--- src/rtl/divisor_sequencial.sv ---
// Multi-cycle 8-bit restoring divider: one quotient bit per clock through a shared subtractor.
// Build option: define DIVISOR_SIGNED_EN for two's-complement operands (truncating division).

module subtrator_8bits (
  input  logic [7:0] A,
  input  logic [7:0] B,
  output logic [7:0] S,
  output logic       C_out
);
  // The 9th bit of the zero-extended difference is the borrow (A < B).
  assign {C_out, S} = {1'b0, A} - {1'b0, B};
endmodule

module divisor_sequencial #(
  parameter logic [7:0] ZERO_Q = 8'hFF
) (
  input  logic       CLK,
  input  logic       RST_N,
  input  logic       START,
  input  logic [7:0] A,
  input  logic [7:0] B,
  output logic [7:0] Q,
  output logic [7:0] R,
  output logic       BUSY,
  output logic       DONE,
  output logic       ERR
);

  typedef enum logic {OCIOSO, CALC} state_t;

  state_t     r_state, w_state_nxt;
  logic [7:0] r_rem, r_quo, r_div, r_q, r_r;
  logic [2:0] r_cnt;
  logic       r_busy, r_done, r_err;

  logic [7:0] w_rem_nxt, w_quo_nxt, w_div_nxt, w_q_nxt, w_r_nxt;
  logic [2:0] w_cnt_nxt;
  logic       w_busy_nxt, w_done_nxt, w_err_nxt;

  logic [7:0] w_shifted, w_diff, w_rem_step, w_quo_step;
  logic       w_borrow;

  assign w_shifted = {r_rem[6:0], r_quo[7]};

  subtrator_8bits u_sub (
    .A     (w_shifted),
    .B     (r_div),
    .S     (w_diff),
    .C_out (w_borrow)
  );

  assign w_rem_step = w_borrow ? w_shifted : w_diff;
  assign w_quo_step = {r_quo[6:0], ~w_borrow};

  logic [7:0] w_ld_a, w_ld_b, w_q_final, w_r_final;
  logic       w_err_final;

`ifdef DIVISOR_SIGNED_EN
  logic       r_neg_q, r_neg_r, r_ovf;
  logic       w_neg_q_nxt, w_neg_r_nxt, w_ovf_nxt;
  logic [7:0] w_neg_a, w_neg_b, w_neg_qs, w_neg_rs;
  logic       w_nc_a, w_nc_b, w_nc_q, w_nc_r;

  subtrator_8bits u_neg_a (.A(8'h00), .B(A),          .S(w_neg_a),  .C_out(w_nc_a));
  subtrator_8bits u_neg_b (.A(8'h00), .B(B),          .S(w_neg_b),  .C_out(w_nc_b));
  subtrator_8bits u_neg_q (.A(8'h00), .B(w_quo_step), .S(w_neg_qs), .C_out(w_nc_q));
  subtrator_8bits u_neg_r (.A(8'h00), .B(w_rem_step), .S(w_neg_rs), .C_out(w_nc_r));

  // 0-8'h80 wraps back to 8'h80, which is still the correct unsigned magnitude 128.
  assign w_ld_a      = A[7] ? w_neg_a : A;
  assign w_ld_b      = B[7] ? w_neg_b : B;
  assign w_q_final   = r_neg_q ? w_neg_qs : w_quo_step;
  assign w_r_final   = r_neg_r ? w_neg_rs : w_rem_step;
  assign w_err_final = r_ovf;
`else
  assign w_ld_a      = A;
  assign w_ld_b      = B;
  assign w_q_final   = w_quo_step;
  assign w_r_final   = w_rem_step;
  assign w_err_final = 1'b0;
`endif

  // NOTE: every signal written here gets a default first, so no path can infer a latch.
  always_comb begin
    w_state_nxt = r_state;
    w_rem_nxt   = r_rem;
    w_quo_nxt   = r_quo;
    w_div_nxt   = r_div;
    w_cnt_nxt   = r_cnt;
    w_q_nxt     = r_q;
    w_r_nxt     = r_r;
    w_busy_nxt  = r_busy;
    w_err_nxt   = r_err;
    w_done_nxt  = 1'b0;
`ifdef DIVISOR_SIGNED_EN
    w_neg_q_nxt = r_neg_q;
    w_neg_r_nxt = r_neg_r;
    w_ovf_nxt   = r_ovf;
`endif
    case (r_state)
      OCIOSO: begin
        if (START) begin
          w_div_nxt = w_ld_b;
          w_quo_nxt = w_ld_a;
          w_rem_nxt = 8'h00;
          w_cnt_nxt = 3'd7;
          w_err_nxt = 1'b0;
`ifdef DIVISOR_SIGNED_EN
          w_neg_q_nxt = A[7] ^ B[7];
          w_neg_r_nxt = A[7];
          w_ovf_nxt   = (A == 8'h80) && (B == 8'hFF);
`endif
          if (B != 8'h00) begin
            w_state_nxt = CALC;
            w_busy_nxt  = 1'b1;
          end else begin
            w_q_nxt    = ZERO_Q;
            w_r_nxt    = A;
            w_err_nxt  = 1'b1;
            w_done_nxt = 1'b1;
          end
        end
      end
      CALC: begin
        w_rem_nxt = w_rem_step;
        w_quo_nxt = w_quo_step;
        w_cnt_nxt = r_cnt - 3'd1;
        // Last quotient bit: publish the post-step values directly.
        if (r_cnt == 3'd0) begin
          w_q_nxt     = w_q_final;
          w_r_nxt     = w_r_final;
          w_err_nxt   = w_err_final;
          w_done_nxt  = 1'b1;
          w_busy_nxt  = 1'b0;
          w_state_nxt = OCIOSO;
        end
      end
      default: w_state_nxt = OCIOSO;
    endcase
  end

  // NOTE: reset is synchronous and sequential state uses non-blocking assignments only.
  always_ff @(posedge CLK) begin
    if (!RST_N) begin
      r_state <= OCIOSO;
      r_rem   <= 8'h00;
      r_quo   <= 8'h00;
      r_div   <= 8'h00;
      r_cnt   <= 3'd0;
      r_q     <= 8'h00;
      r_r     <= 8'h00;
      r_busy  <= 1'b0;
      r_done  <= 1'b0;
      r_err   <= 1'b0;
`ifdef DIVISOR_SIGNED_EN
      r_neg_q <= 1'b0;
      r_neg_r <= 1'b0;
      r_ovf   <= 1'b0;
`endif
    end else begin
      r_state <= w_state_nxt;
      r_rem   <= w_rem_nxt;
      r_quo   <= w_quo_nxt;
      r_div   <= w_div_nxt;
      r_cnt   <= w_cnt_nxt;
      r_q     <= w_q_nxt;
      r_r     <= w_r_nxt;
      r_busy  <= w_busy_nxt;
      r_done  <= w_done_nxt;
      r_err   <= w_err_nxt;
`ifdef DIVISOR_SIGNED_EN
      r_neg_q <= w_neg_q_nxt;
      r_neg_r <= w_neg_r_nxt;
      r_ovf   <= w_ovf_nxt;
`endif
    end
  end

  assign Q    = r_q;
  assign R    = r_r;
  assign BUSY = r_busy;
  assign DONE = r_done;
  assign ERR  = r_err;

endmodule

--- config.mk ---
export PLATFORM = sky130hd
export DESIGN_NAME = divisor_sequencial
export DESIGN_NICKNAME = d
export VERILOG_FILES = /design/src/rtl/divisor_sequencial.sv
export SDC_FILE = /design/constraint.sdc
export NUM_CORES = 1
export LEC_CHECK = 0
export BUFFER_PORTS_ARGS = -buffer_cell sky130_fd_sc_hd__buf_4
export CAP_MARGIN = 30
export CORE_ASPECT_RATIO = 0.9
export CORE_MARGIN = 2
export CORE_UTILIZATION = 45
export DETAILED_ROUTE_END_ITERATION = 16
export GPL_TIMING_DRIVEN = 0
export PLACE_DENSITY = 0.64
export SLEW_MARGIN = 20
export SYNTH_ARGS = -nofsm -noshare
export SYNTH_HDL_FRONTEND = slang
export SYNTH_SLANG_ARGS = --single-unit
--- constraint.sdc ---
create_clock -name CLK -period 2.2 [get_ports CLK]
set_input_delay 0.11 -clock CLK [delete_from_list [all_inputs] [get_ports CLK]]
set_output_delay 0.11 -clock CLK [all_outputs]
set_load 0.02 [all_outputs]
==> summary.txt, run 1 <==
status: completed
total CTS buffers: 5
Flop pwr share: 0.465
number of fill cells: 479
GR peak layer: met2
CP required: 2430 ps
leak pwr: 0.00122 uW
Mapped Cells: 264
ratio of cells with drive above 1 in the final layout: 0.243
RSZ-0062 raised after global routing: yes
HPWL Detailed: 4250 um
post-synthesis compound-gate area fraction: 0.303
Initial Utilization: 0.473
combinational fraction of design power: 0.266
Final Instance Area: 2860 sq um
total grt overflow: 0
Post-synth top flop: dfxtp_1
Post-synth ARST share: 0
IO Pins: 38
routed wire length: 5650 um
CP Cell Sequence: inv_4, ha_4, inv_2, fa_2, a211oi_4, o21ai_4, a31oi_4, a22oi_2, a31oi_1
DR vias: 2090
Max stage delay on crit path: 390 ps
vias in the first global route: 1919
Routed Antenna Nets: 0
multi-input logic area: 1310 sq um
Synth Area in Adders: 0.0677
crit path launch type: register
Die Area: 5760 sq um
distinct cell type count after synthesis: 45
initial antenna violation count: 0
worst slew pin tran: 664 ps
Post-synth EDFFs: 0
Vias/cell: 5.53
Fin Hold WS: 76.4 ps
DR DRC count: 0
router iterations before antenna repair: 4
Cell Int Power: 1380 uW
total track usage: 0.204
Post-Route Skew: 5.46 ps
Critical Path End Type: register
Layout area overhead: 22.9%
Pwr Density: 710 nW/um^2
R2R Setup Slk: 30 ps
post-synthesis sequential area ratio: 0.396
post-synthesis mux area share: 0.0306
setup TNS: 0 ps
Final nets: 343
clock root cell: clkbuf_8
worst vdd ir: 472 uV
commonest non-fill, non-tap cell in the layout: dfxtp_1
clk slew on worst S/H paths: 90 ps
switching power: 646 uW
placer congestion estimate: 0.785
setup ws final: 32.2 ps
Slew Limit Headroom: 0.557
Worst Setup SP: r_quo[7]
clock share of power: 0.269
Worst Hold Class: in -> reg
setup violators final: 0
Worst-Skew Late Latency: 300 ps
DR iter-0 viols: 106
met2 GRT Util: 0.331
Max Slew Vio Count: 0
Placement Setup Slack: -162 ps
CP max stage cell: fa_2
DR WL/cell: 14.9 um
commonest cells after routing, fill and taps aside: 45 x dfxtp_1, 42 x nand2_1, 41 x buf_4
Post-DP Area: 2680 sq um
largest net degree at the start of global routing: 15
Sink Count: 46
syn_nets: 295
M3 GR Usage: 0.0410
clock tree buffer depth: 2
Post-Synth XOR/XNOR Area: 0.00376
first-pass GRT wire length: 9120 um
H-tree level count: 2
final hold vios: 0
switching share of power: 0.318
fin crit period: 2170 ps
largest family of logic cells by synthesized area: compound AO/OA/AOI/OAI gates
Reg area: 925 sq um
RR Startpoint: r_quo[7]
CTS tree: built
FF+latch count, synth: 46
highest clock rate: 461 MHz
crit path DAT: 2400 ps
max_cap viols: 0
core area: 4920 sq um
yosys warns: 0
grt met1 use: 0.277
post-synthesis cell area: 2330 sq um
Post-Synth Simple-Gate Area: 0.140
Die X: 79.8 um
Worst Min Path Start: B[0]
# diodes: 0
Final period util: 0.985
worst setup path class: reg -> reg
row cnt: 24
crit-path max FO: 8
Mean Syn Cell Area: 8.82 sq um
Die H: 72.2 um
final core utilization: 0.581
IO Port Bufs: 36
-- sequential cells by signal, indices dropped and copies added, names as in the netlist --
register / count
DONE: 1
r_quo: 8
Q: 8
ERR: 1
r_state: 1
r_cnt: 3
BUSY: 1
r_rem: 7
r_div: 8
R: 8
-- critical path, delay by kind of cell, from the launching register on --
family / cells / cell delay [ps]
AOI/OAI and AO/OA: 5 / 1120
adders and majority gates: 2 / 520
DFF: 1 / 360
buffers and inverters: 2 / 100
-- synthesized netlist by cell type (2+ instances only) --
library cell  instances  area [sq um]
o21ai_2               2          17.5
nor2b_1               2          12.5
o2111a_1              2          22.5
a31oi_1               7          43.8
o21ai_0              28           140
a21oi_2               2          17.5
ha_1                 11           138
clkbuf_1             11          41.3
o21a_1                2          15.0
dfxtp_1              46           921
a31oi_4               2          42.5
nand2_1              42           158
a22oi_1               2          15.0
mux2i_1               6          60.1
o211a_1               8          80.1
o221a_2               2          22.5
nand3_1               6          30.0
o211ai_1              3          22.5
a41oi_2               3          48.8
nor2_1                4          15.0
a21oi_1              13          65.1
buf_2                 3          15.0
nor4_1                2          12.5
or3_1                 9          56.3
a21boi_0             11          82.6
inv_1                16          60.1
-- what timing repair did --
action,4_1_cts,5_1_grt
hold buffers,0,0
hold endpoints to repair,0,0
buffers inserted,2,3
pin swaps,3,8
gates cloned,0,0
endpoints found under the setup margin,15,15
gates resized for setup,6,8
-- per-stage QoR --
stage	instances	total power [uW]
global placement	365	1450
global route	378	2140
detailed placement	365	1460
CTS	375	2020
floorplan	264	1300
finish	378	2030
-- layout make-up --
cell class	count	share of cell area
multi-input combinational	185	0.459
sequential	46	0.323
timing repair buffer	41	0.108
clock buffer	6	0.0289
tap	65	0.0284
buffer	17	0.0267
inverter	16	0.0219
clock inverter	2	0.00437
-- routing by layer --
layer  wire length, um  vias up
li1                  -     1049
met1              2710      993
met2              2640       39
met3               213        9
met4                75        0
met5                 0        -
-- path summary, 6_finish.rpt --
path | to | cells after the start
max | R[2] | 9
min | r_div[0] | 3
max reg2reg | R[2] | 9
min reg2reg | r_div[2] | 2
-- cells by family (layout without fill, tap and decap cells) --
kind of cell,count (synthesis),in the layout
AO/OA/AOI/OAI,94,94
XOR/XNOR,1,1
adder cells (fa/ha/maj),12,12
buffers and inverters,33,82
flip-flops,46,46
multiplexers,7,7
AND/OR/NAND/NOR,71,71
-- power by group through the flow --
stage	Sequential, uW	Clock (uW)	Combinational, uW
global placement	960	0	489
CTS	943	561	520
detailed placement	961	0	496
finish	943	546	541
floorplan	980	0	324
global route	952	590	595
Note: power is estimated with default switching activity, not from simulation.
==> inputs of run 2 (changes only) <==
--- a/config.mk
+++ b/config.mk
@@ -12,6 +12,7 @@
 export CORE_UTILIZATION = 45
 export DETAILED_ROUTE_END_ITERATION = 16
 export GPL_TIMING_DRIVEN = 0
+export MAX_ROUTING_LAYER = met4
 export PLACE_DENSITY = 0.64
 export SLEW_MARGIN = 20
 export SYNTH_ARGS = -nofsm -noshare
==> run 2 against run 1 <==
Compared with the run above: cell count unchanged; sequential power about the same; non-clock buffer count unchanged; clock skew about the same; via count decreased by 1.9%; combinational power about the same; final area unchanged; critical path depth unchanged; flip-flop and latch count unchanged; utilization unchanged; clock power about the same.
==> summary.txt, run 2 (synthesized netlist as in run 1, its figures left out) <==
final hold vios: 0
Layout area overhead: 22.9%
Post-Route Skew: 5.29 ps
Reg area: 925 sq um
Die H: 72.2 um
vias in the first global route: 1921
initial antenna violation count: 0
hold buffer count at cts: 0
largest net degree at the start of global routing: 15
ratio of cells with drive above 1 in the final layout: 0.243
Pwr Density: 709 nW/um^2
CP required: 2430 ps
HPWL Detailed: 4250 um
clock root cell: clkbuf_8
total power: 2030 uW
IO Pins: 38
clock tree buffer depth: 2
Die Area: 5760 sq um
Worst-Skew Late Latency: 290 ps
Slew Limit Headroom: 0.560
Final period util: 0.979
Max stage delay on crit path: 390 ps
Routed Antenna Nets: 0
H-tree level count: 2
total track usage: 0.210
setup violators final: 0
DR iter-0 viols: 107
Vias/cell: 5.43
clk slew on worst S/H paths: 90 ps
number of fill cells: 480
CP max stage cell: fa_2
router iterations before antenna repair: 4
row cnt: 24
max_cap viols: 0
worst setup path class: reg -> reg
CP Cell Sequence: inv_4, ha_4, inv_2, fa_2, a211oi_4, o21ai_4, a31oi_4, a22oi_2, a31oi_1
IO Port Bufs: 36
status: completed
first-pass GRT wire length: 9110 um
leak pwr: 0.00122 uW
Die X: 79.8 um
non-filler cells, final: 378
placed cells: 365
fin crit period: 2150 ps
crit-path max FO: 8
RSZ-0062 raised after global routing: yes
commonest cells after routing, fill and taps aside: 45 x dfxtp_1, 42 x nand2_1, 41 x buf_4
routed wire length: 5580 um
Final nets: 343
DR WL/cell: 14.8 um
# diodes: 0
Critical Path End Type: register
highest clock rate: 464 MHz
Worst Hold Class: in -> reg
multi-input logic area: 1310 sq um
crit path DAT: 2380 ps
worst slew pin tran: 660 ps
final core utilization: 0.581
DR DRC count: 0
total grt overflow: 0
placer congestion estimate: 0.796
core area: 4920 sq um
Sink Count: 46
worst vdd ir: 474 uV
Max Slew Vio Count: 0
commonest non-fill, non-tap cell in the layout: dfxtp_1
Initial Utilization: 0.473
CTS tree: built
crit path launch type: register
DR vias: 2051
total CTS buffers: 5
-- run 2: cell counts in the layout (fill, tap and decap cells not counted) --
Identical to the previous run, type by type.
-- run 2: metrics by stage --
stage	hold slack [ps]	cell area, sq um	worst slack (ps)	TNS [ps]
2_1_floorplan	255	2330	199	0
3_3_place_gp	387	2680	-117	-813
3_5_place_dp	389	2680	-162	-1160
4_1_cts	72.7	2800	42.7	0
5_1_grt	76.0	2860	-57.2	-382
6_report	78.5	2860	46.9	0
-- run 2: cell type report --
class / instances / area share
multi-input combinational: 185 / 0.459
sequential: 46 / 0.323
timing repair buffer: 41 / 0.108
clock buffer: 6 / 0.0289
tap: 65 / 0.0284
buffer: 17 / 0.0267
inverter: 16 / 0.0219
clock inverter: 2 / 0.00437
-- run 2: timing repair --
action,in CTS,in global routing
endpoints found under the setup margin,15,15
setup buffers,2,3
hold endpoints to repair,0,0
pin swaps,3,8
gates resized for setup,6,8
-- run 2: final timing paths --
check                               from        to  slack [ps]  cells after the start
worst max-delay path            r_quo[7]      R[2]          50                      9
worst min-delay path                B[3]  r_div[3]          80                      3
worst max register to register  r_quo[7]      R[2]          50                      9
worst min register to register  r_div[2]  r_div[2]         470                      2
-- run 2: metal layers --
metal | routed length [um] | global-route usage
met1 | 2670 | 0.279
met2 | 2640 | 0.330
met3 | 211 | 0.0410
met4 | 58 | 0.0565
met5 | 0 | -
-- run 2: worst max-delay path: cells and delay by family (launching register included) --
family	cells	cell delay [ps]
adder cells (fa/ha/maj)	2	510
AO/OA/AOI/OAI	5	1100
flip-flops	1	360
buffers and inverters	2	100
-- run 2: where the power goes --
group          internal [uW]  leakage, uW  switching, uW  total [uW]
sequential               899     0.000379           43.9         943
combinational            231     0.000790            308         539
clock                    253    0.0000472            291         544
